$ cat src/rtl/core_run_controller_if.sv
// core_run_controller_if
//
// Bundles the run controller's board controls, the core observation bus and
// the console status outputs into one interface.
//
// Signals:
//   run_start   - one-cycle pulse, start free-running execution
//   step        - one-cycle pulse, execute exactly one instruction
//   halt        - level or pulse, stop execution
//   bp_enable   - breakpoint armed
//   bp_addr     - breakpoint PC
//   pc          - core's current instruction address
//   instruction - instruction at pc
//   core_enable - core commits the instruction at pc at the end of this cycle
//   state       - 00 IDLE, 01 RUN, 10 STEP, 11 HALTED
//   halt_cause  - 00 none, 01 user halt, 10 breakpoint, 11 self-jump
//   retired     - saturating count of committed instructions
//
// Modports:
//   master - the side driving controls and the core bus (board / testbench)
//   slave  - the run controller itself
interface core_run_controller_if #(
    parameter int RETIRE_WIDTH = 16
);
    logic                    run_start;
    logic                    step;
    logic                    halt;
    logic                    bp_enable;
    logic [7:0]              bp_addr;
    logic [7:0]              pc;
    logic [7:0]              instruction;
    logic                    core_enable;
    logic [1:0]              state;
    logic [1:0]              halt_cause;
    logic [RETIRE_WIDTH-1:0] retired;

    modport master (
        output run_start, step, halt, bp_enable, bp_addr, pc, instruction,
        input  core_enable, state, halt_cause, retired
    );

    modport slave (
        input  run_start, step, halt, bp_enable, bp_addr, pc, instruction,
        output core_enable, state, halt_cause, retired
    );
endinterface

$ cat src/rtl/core_run_controller.sv
// core_run_controller
//
// Execution sequencer for the 8-bit single-cycle core. Decides each cycle
// whether the core may commit the instruction at its current PC. Supports
// free run, single step, user halt, a PC breakpoint and self-jump detection,
// and keeps a saturating retired-instruction count for the console.
//
// Ports:
//   clock - system clock, shared with the core
//   reset - asynchronous, active-high
//   ctl   - core_run_controller_if slave modport (controls, core bus, status)
//
// Parameters:
//   RETIRE_WIDTH - width of the retired-instruction counter
module core_run_controller #(
    parameter int RETIRE_WIDTH = 16
) (
    input  logic                  clock,
    input  logic                  reset,
    core_run_controller_if.slave  ctl
);

    typedef enum logic [1:0] {
        ST_IDLE   = 2'b00,
        ST_RUN    = 2'b01,
        ST_STEP   = 2'b10,
        ST_HALTED = 2'b11
    } state_e;

    typedef enum logic [1:0] {
        CAUSE_NONE   = 2'b00,
        CAUSE_USER   = 2'b01,
        CAUSE_BP     = 2'b10,
        CAUSE_SELFJ  = 2'b11
    } cause_e;

    state_e                  state_q, state_d;
    cause_e                  cause_q, cause_d;
    logic [RETIRE_WIDTH-1:0] retired_q, retired_d;
    logic                    skip_bp_q, skip_bp_d;

    logic self_jump;
    logic bp_hit;
    logic commit_ok;
    logic core_enable;
    logic unused_opcode_bits;

    // Only the opcode and the immediate low bits matter for self-jump.
    assign unused_opcode_bits = ^ctl.instruction[5:2];

    // A jump with immediate -1 targets its own pc. skip_bp masks the
    // breakpoint for the first commit after a (re)start so resuming from a
    // breakpoint executes that instruction rather than re-halting on it.
    always_comb begin
        self_jump = (ctl.instruction[7:6] == 2'b11) && (ctl.instruction[1:0] == 2'b11);
        bp_hit    = ctl.bp_enable && (ctl.pc == ctl.bp_addr) && !skip_bp_q;
    end

    // Commit permission; reset gates it directly so it drops asynchronously.
    always_comb begin
        commit_ok = 1'b0;
        case (state_q)
            ST_RUN:  commit_ok = !ctl.halt && !bp_hit && !self_jump;
            ST_STEP: commit_ok = !ctl.halt;
            default: commit_ok = 1'b0;
        endcase
        core_enable = commit_ok && !reset;
    end

    // Next-state logic. halt wins in every state; run_start beats step.
    always_comb begin
        state_d   = state_q;
        cause_d   = cause_q;
        skip_bp_d = skip_bp_q;
        retired_d = retired_q;

        if (core_enable) begin
            skip_bp_d = 1'b0;
            if (retired_q != {RETIRE_WIDTH{1'b1}}) begin
                retired_d = retired_q + RETIRE_WIDTH'(1);
            end
        end

        case (state_q)
            ST_IDLE, ST_HALTED: begin
                if (ctl.halt) begin
                    state_d = ST_HALTED;
                    cause_d = CAUSE_USER;
                end else if (ctl.run_start) begin
                    state_d   = ST_RUN;
                    cause_d   = CAUSE_NONE;
                    skip_bp_d = 1'b1;
                end else if (ctl.step) begin
                    state_d   = ST_STEP;
                    cause_d   = CAUSE_NONE;
                    skip_bp_d = 1'b1;
                end
            end
            ST_RUN: begin
                if (ctl.halt) begin
                    state_d = ST_HALTED;
                    cause_d = CAUSE_USER;
                end else if (bp_hit) begin
                    state_d = ST_HALTED;
                    cause_d = CAUSE_BP;
                end else if (self_jump) begin
                    state_d = ST_HALTED;
                    cause_d = CAUSE_SELFJ;
                end
            end
            ST_STEP: begin
                if (ctl.halt) begin
                    state_d = ST_HALTED;
                    cause_d = CAUSE_USER;
                end else begin
                    state_d = ST_IDLE;
                end
            end
            default: state_d = ST_IDLE;
        endcase
    end

    // State register with asynchronous active-high reset.
    always_ff @(posedge clock or posedge reset) begin
        if (reset) begin
            state_q   <= ST_IDLE;
            cause_q   <= CAUSE_NONE;
            retired_q <= '0;
            skip_bp_q <= 1'b0;
        end else begin
            state_q   <= state_d;
            cause_q   <= cause_d;
            retired_q <= retired_d;
            skip_bp_q <= skip_bp_d;
        end
    end

    assign ctl.core_enable = core_enable;
    assign ctl.state       = state_q;
    assign ctl.halt_cause  = cause_q;
    assign ctl.retired     = retired_q;

endmodule

$ cat src/flat_wrapper.sv
// flat-port wrapper written by rule: the top's interface ports become plain ports
module core_run_controller_flat 
#(
    parameter int RETIRE_WIDTH = 16
)
  (clock, reset, ctl_run_start, ctl_step, ctl_halt, ctl_bp_enable, ctl_bp_addr, ctl_pc, ctl_instruction, ctl_core_enable, ctl_state, ctl_halt_cause, ctl_retired);
  core_run_controller_if #(.RETIRE_WIDTH(RETIRE_WIDTH)) ctl_i ();
  input  logic clock;
  input  logic reset;
  input wire logic [$bits(ctl_i.run_start)-1:0] ctl_run_start;
  input wire logic [$bits(ctl_i.step)-1:0] ctl_step;
  input wire logic [$bits(ctl_i.halt)-1:0] ctl_halt;
  input wire logic [$bits(ctl_i.bp_enable)-1:0] ctl_bp_enable;
  input wire logic [$bits(ctl_i.bp_addr)-1:0] ctl_bp_addr;
  input wire logic [$bits(ctl_i.pc)-1:0] ctl_pc;
  input wire logic [$bits(ctl_i.instruction)-1:0] ctl_instruction;
  output wire logic [$bits(ctl_i.core_enable)-1:0] ctl_core_enable;
  output wire logic [$bits(ctl_i.state)-1:0] ctl_state;
  output wire logic [$bits(ctl_i.halt_cause)-1:0] ctl_halt_cause;
  output wire logic [$bits(ctl_i.retired)-1:0] ctl_retired;
  assign ctl_i.run_start = ctl_run_start;
  assign ctl_i.step = ctl_step;
  assign ctl_i.halt = ctl_halt;
  assign ctl_i.bp_enable = ctl_bp_enable;
  assign ctl_i.bp_addr = ctl_bp_addr;
  assign ctl_i.pc = ctl_pc;
  assign ctl_i.instruction = ctl_instruction;
  assign ctl_core_enable = ctl_i.core_enable;
  assign ctl_state = ctl_i.state;
  assign ctl_halt_cause = ctl_i.halt_cause;
  assign ctl_retired = ctl_i.retired;
  core_run_controller #(.RETIRE_WIDTH(RETIRE_WIDTH)) u_core (.clock(clock), .reset(reset), .ctl(ctl_i));
endmodule
$ cat config.mk
export PLATFORM = sky130hd
export DESIGN_NAME = core_run_controller_flat
export DESIGN_NICKNAME = d
export VERILOG_FILES = /design/src/rtl/core_run_controller_if.sv /design/src/rtl/core_run_controller.sv /design/src/flat_wrapper.sv
export SDC_FILE = /design/constraint.sdc
export NUM_CORES = 1
export LEC_CHECK = 0
export CORE_MARGIN = 5
export CORE_UTILIZATION = 42
export CTS_CLUSTER_DIAMETER = 30
export DETAILED_ROUTE_END_ITERATION = 8
export PLACE_DENSITY = 0.79
export SYNTH_ARGS = -nofsm -noshare
export SYNTH_HDL_FRONTEND = slang
export SYNTH_SLANG_ARGS = --single-unit
$ cat constraint.sdc
create_clock -name clock -period 2.4 [get_ports clock]
set_input_delay 0.48 -clock clock [delete_from_list [all_inputs] [get_ports clock]]
set_output_delay 0.48 -clock clock [all_outputs]
set_load 0.01 [all_outputs]
## Word level (Yosys, flattened, before mapping)

Cells that the tools add are included.

| storage, ports and cells | value |
|---|---|
| register bits after elaboration | 21 |
| output and inout bits | 21 |

| operators by class | value |
|---|---|
| add/subtract/negate cells | 1 |
| equal/unequal tests | 10 |
| muxes and demuxes | 21 |
| reduce and logical (&&, ||, !) cells | 16 |

Operators by type and width:

| kind | count |
|---|---|
| $mux 2 | 13 |
| $add 16x1->16 const B | 1 |
| $ne 16x16->1 const B | 1 |
| $pmux 2 s3 | 2 |
| $eq 2x2->1 const B | 4 |
| $eq 8x8->1 | 1 |
| $logic_and 1x1->1 | 6 |
| $logic_not 1->1 | 5 |
| $mux 1 | 5 |
| $ne 4x2->1 const B | 1 |
| $ne 4x4->1 const B | 1 |
| $reduce_and 2->1 | 2 |
| $reduce_and 3->1 | 1 |
| $eq 2x1->1 const B | 1 |
| $logic_not 2->1 | 1 |
| $ne 2x2->1 const B | 1 |
| $pmux 1 s2 | 1 |
| $reduce_or 2->1 | 1 |

## Depth between registers and ports, before layout

| depth | value |
|---|---|
| depth in word-level cells | 13 |
| depth in mapped cells | 8 |
| gate-level depth less buffers | 7 |

## Worst setup path after synthesis

OpenSTA, ideal clock, no wires.

| timing path | value |
|---|---|
| kind | register -> register |
| from | reg u_core.state_q[0], in the netlist u_core.ctl.state[0] |
| to | reg u_core.retired_q[4], in the netlist u_core.ctl.retired[4] |
| library setup time | 0.126 ns |
| data arrival time | 1.814 ns |
| required time | 2.274 ns |
| setup slack | 0.461 ns |
| cell stages (with the launch flop) | 8 |
| buffers on the path | 1 |
| clock period less this slack | 1.939 ns |
| cells stage by stage | dfrtp_1 > inv_1 > ha_1 > a211o_1 > a211oi_4 > buf_6 > nand4_1 > xnor2_1 |

| on the way | value |
|---|---|
| cells in the longest elaborated chain, start to end | 4 |
| elaborated cells between the ends (all ways) | 5 |
| classes of those cells | eq/ne: 2; mux: 1; reduce/logical: 2 |

Ends and longest elaborated chain:

| what | RTL line | source |
|---|---|---|
| start: declaration | core_run_controller.sv:37 | `state_e state_q, state_d;` |
| start signal: assignment | core_run_controller.sv:131 | `state_q <= state_d;` |
| $eq 2x2->1 or $eq 2x1->1 (tied branches) | core_run_controller.sv:62 | `case (state_q)` |
| $pmux 1 s2 (*) | core_run_controller.sv:62 |  |
| $logic_and 1x1->1 (*) | core_run_controller.sv:67 | `core_enable = commit_ok && !reset;` |
| $reduce_and 2->1 (no source line) (*) | - |  |
| end signal: assignment | core_run_controller.sv:133 | `retired_q <= retired_d;` |
| end: declaration | core_run_controller.sv:39 | `logic [RETIRE_WIDTH-1:0] retired_q, retired_d;` |

Mark *: on every way between the ends. The rest lies on a longest branch, timed or not.
A chain may end at the register's enable or synchronous reset.

## Worst setup path in the final report

| timing path | value |
|---|---|
| from | in ctl_pc[4] |
| to | reg u_core.retired_q[1], in the netlist u_core.ctl.retired[1] |

| on the way | value |
|---|---|
| cells in the longest elaborated chain, start to end | 9 |

Ends and longest elaborated chain:

| what | RTL line | source |
|---|---|---|
| start: declaration | flat_wrapper.sv:15 | `input wire logic [$bits(ctl_i.pc)-1:0] ctl_pc;` |
| $eq 8x8->1 | core_run_controller.sv:56 | `bp_hit = ctl.bp_enable && (ctl.pc == ctl.bp_addr) && !skip_bp_q;` |
| $logic_and 1x1->1 (2 in series) | core_run_controller.sv:56 |  |
| $logic_not 1->1 | core_run_controller.sv:63 | `ST_RUN: commit_ok = !ctl.halt && !bp_hit && !self_jump;` |
| $logic_and 1x1->1 (2 in series) | core_run_controller.sv:63 |  |
| $pmux 1 s2 | core_run_controller.sv:62 |  |
| $logic_and 1x1->1 | core_run_controller.sv:67 |  |
| $reduce_and 2->1 (no source line) | - |  |

Every way passes these cells.

==> metrics <==
unrepaired setup endpoints after global routing false; actual slew at the worst max-slew pin 357 ps; final hold vios 0; Setup Viol. Count Final 0; status finished, final reports clean; post-synthesis register bit count 21; core area 2760 um^2; Critical Path Sink Type flop; Final Skew 5.12 ps; Max-cap violations 0; Die Y 63.6 um; Initial DRT Pass Iterations 4; Slowest cell on crit path clkdlybuf4s50_1; CP bufs+invs 6; Critical Path Most Common Cell buf_4; Yosys warning count 0; highest metal used met4; initial antenna violation count 0; number of distinct library cells after synthesis 35; via/cell ratio 5.31; Max rail drop VDD 771 uV; detailed-route wire length per cell 14.3 um; die footprint 4050 um^2; die width 63.6 um; CTS tree built; area fraction of the dominant cell type after synthesis 43.5%; number of global-route vias before repair 1139; sequential share of the synthesized area 43.5%; crit-path cells clkdlybuf4s50_1, xnor2_1, nand4_1, nor4b_4, buf_4, buf_4, buf_4, buf_4, a211oi_4, buf_4, mux2_1; nets 214; routed wl met3 187 um; via count 1121; Util after Layout 67.0%; final WL 3010 um; Port Buffer Count 46; antenna-violating nets left 0; cell taking the most area after synthesis dfrtp_1; first-pass GRT wire length 5090 um; largest net degree at the start of global routing 22; Worst Path Arrival 2470 ps; cell family with most CP delay buffers and inverters; Area contributors post-synth dfrtp_1 44%, xnor2_1 15%, nand4_1 4.1%, nand3_1 3.7%, ha_1 3.1%; met2 WL 1590 um; DRC violation count after routing 0; mapped cell area 1210 um^2; DP HPWL 2380 um; Mapped Cells 116; later-pin clock latency in the skew report 310 ps; total power 0.00137 W; FP Rows 19; CTS Sinks 21; relative slew slack 76.2%; fraction of layout cells with a size suffix above 1 16.7%; DRT iter0 DRCs 39; Post-Syn Nets 149; grt ovf 0; Worst Path Required 2600 ps; deepest clock path buffer count 2; count of pins over their slew limit 0; crit share post-route 94.6%; CP Max Fanout 4; Initial Util 43.8%; H-Tree Depth 1; Num CTS Buffers 3; max frequency 441 MHz; Ant. Diodes 0; clk slew on worst S/H paths 120 ps; gpl congestion 0.950; Setup CP Type input pin to flop; WL met1 1200 um; crit start category input pin; I/O pin cnt 51; Synth-to-Final Area Change 53.0%; Final min period 2270 ps; Pwr Density 740 nW/um^2; root buf cell clkbuf_4; leakage power 0.798 nW; GR Util All Layers 15.3%; crit-path max cell delay 420 ps; Avg Cell Area, Syn 10.4 um^2; worst min-delay path class flop to flop
metrics by stage:
stage / std cells / setup slack (ps) / TNS, ps / area, um^2 / hold slack (ps)
2_1_floorplan: 116 / 461 / 0 / 1210 / 457
3_3_place_gp: 201 / -228 / -228 / 1770 / 478
3_5_place_dp: 201 / -263 / -296 / 1770 / 491
4_1_cts: 208 / 6.19 / 0 / 1820 / 518
5_1_grt: 211 / 4.55 / 0 / 1850 / 536
6_report: 211 / 130 / 0 / 1850 / 511
cells in the mapped netlist, drive strengths merged:
cell,instances
mux2,2
a22o,2
xnor2,21
nand3b,1
a211oi,2
nand2,3
nor2,6
a21o,1
a211o,1
a21oi,3
and3,6
o21ai,4
xor2,1
o2bb2a,1
nor2b,1
ha,3
and2,3
nand3,9
inv,6
dfrtp,21
buf,1
nand2b,2
o31ai,2
nand4,8
or3,1
and4,2
nor4b,1
clkbuf,1
nor3,1
per-layer routing:
layer,up-vias,track usage (%)
met5,-,0
met4,0,4.42
met3,5,4.44
met2,34,27.0
met1,542,17.6
li1,540,-
power by group:
group | leakage (nW) | internal [W] | switching (W)
Sequential | 0.277 | 0.000424 | 0.0000643
Combinational | 0.504 | 0.000381 | 0.000325
Clock | 0.0177 | 0.0000622 | 0.000110
final timing paths:
path	start	slack, ps	endpoint	cells past startpoint
worst max-delay path	ctl_pc[4]	130	u_core.ctl.retired[1]$_DFFE_PP0P_	11
worst max register to register	u_core.ctl.state[1]$_DFFE_PP0P_	180	u_core.ctl.retired[1]$_DFFE_PP0P_	11
worst min-delay path	u_core.ctl.retired[5]$_DFFE_PP0P_	510	u_core.ctl.retired[5]$_DFFE_PP0P_	1
max in group asynchronous	reset	1670	u_core.ctl.retired[2]$_DFFE_PP0P_	3
min in group asynchronous	reset	520	u_core.ctl.halt_cause[0]$_DFFE_PP0P_	3
worst min register to register	u_core.ctl.retired[5]$_DFFE_PP0P_	510	u_core.ctl.retired[5]$_DFFE_PP0P_	1
timing repair:
action,4_1_cts,5_1_grt
hold buffers,0,0
hold endpoints to repair,0,0
setup buffers,3,2
gates resized for setup,2,4
setup endpoints to repair,1,11
gates cloned,0,1
pin swaps,2,5
logic make-up after synthesis:
group / Yosys count / share of synthesized area (%)
adder cells (fa/ha/maj): 3 / 3.11
XOR/XNOR: 22 / 16.0
flip-flops: 21 / 43.5
AND/OR/NAND/NOR: 44 / 22.4
multiplexers: 2 / 1.87
buffers and inverters: 8 / 3.11
AO/OA/AOI/OAI: 16 / 10.1
state kept, by name, summed over array words and instances, names as in the netlist:
name	cells
u_core.ctl.retired	16
u_core.ctl.halt_cause	2
u_core.ctl.state	2
u_core.skip_bp_q	1
cell usage in the layout, fill, tap and decap left out, drive strengths merged, types with 2 or more instances in the layout:
cell           count
clkdlybuf4s50     45
xnor2             21
dfrtp             21
buf               16
nand3              9
nand4              8
nor2               6
inv                6
and3               6
o21ai              4
clkbuf             4
nand2              3
a21oi              3
and2               3
ha                 3
nand2b             2
o31ai              2
a22o               2
and4               2
a211oi             2
mux2               2
area by class of cell:
class                           instances  area (um^2)
Fill cell                             231          911
Multi-Input combinational cell         87          656
Timing Repair Buffer                   62          577
Sequential cell                        21          526
Tap cell                               31         38.8
Clock buffer                            3         22.5
Inverter                                6         22.5
Clock inverter                          1         5.00
Power figures use the tool's default switching activity.
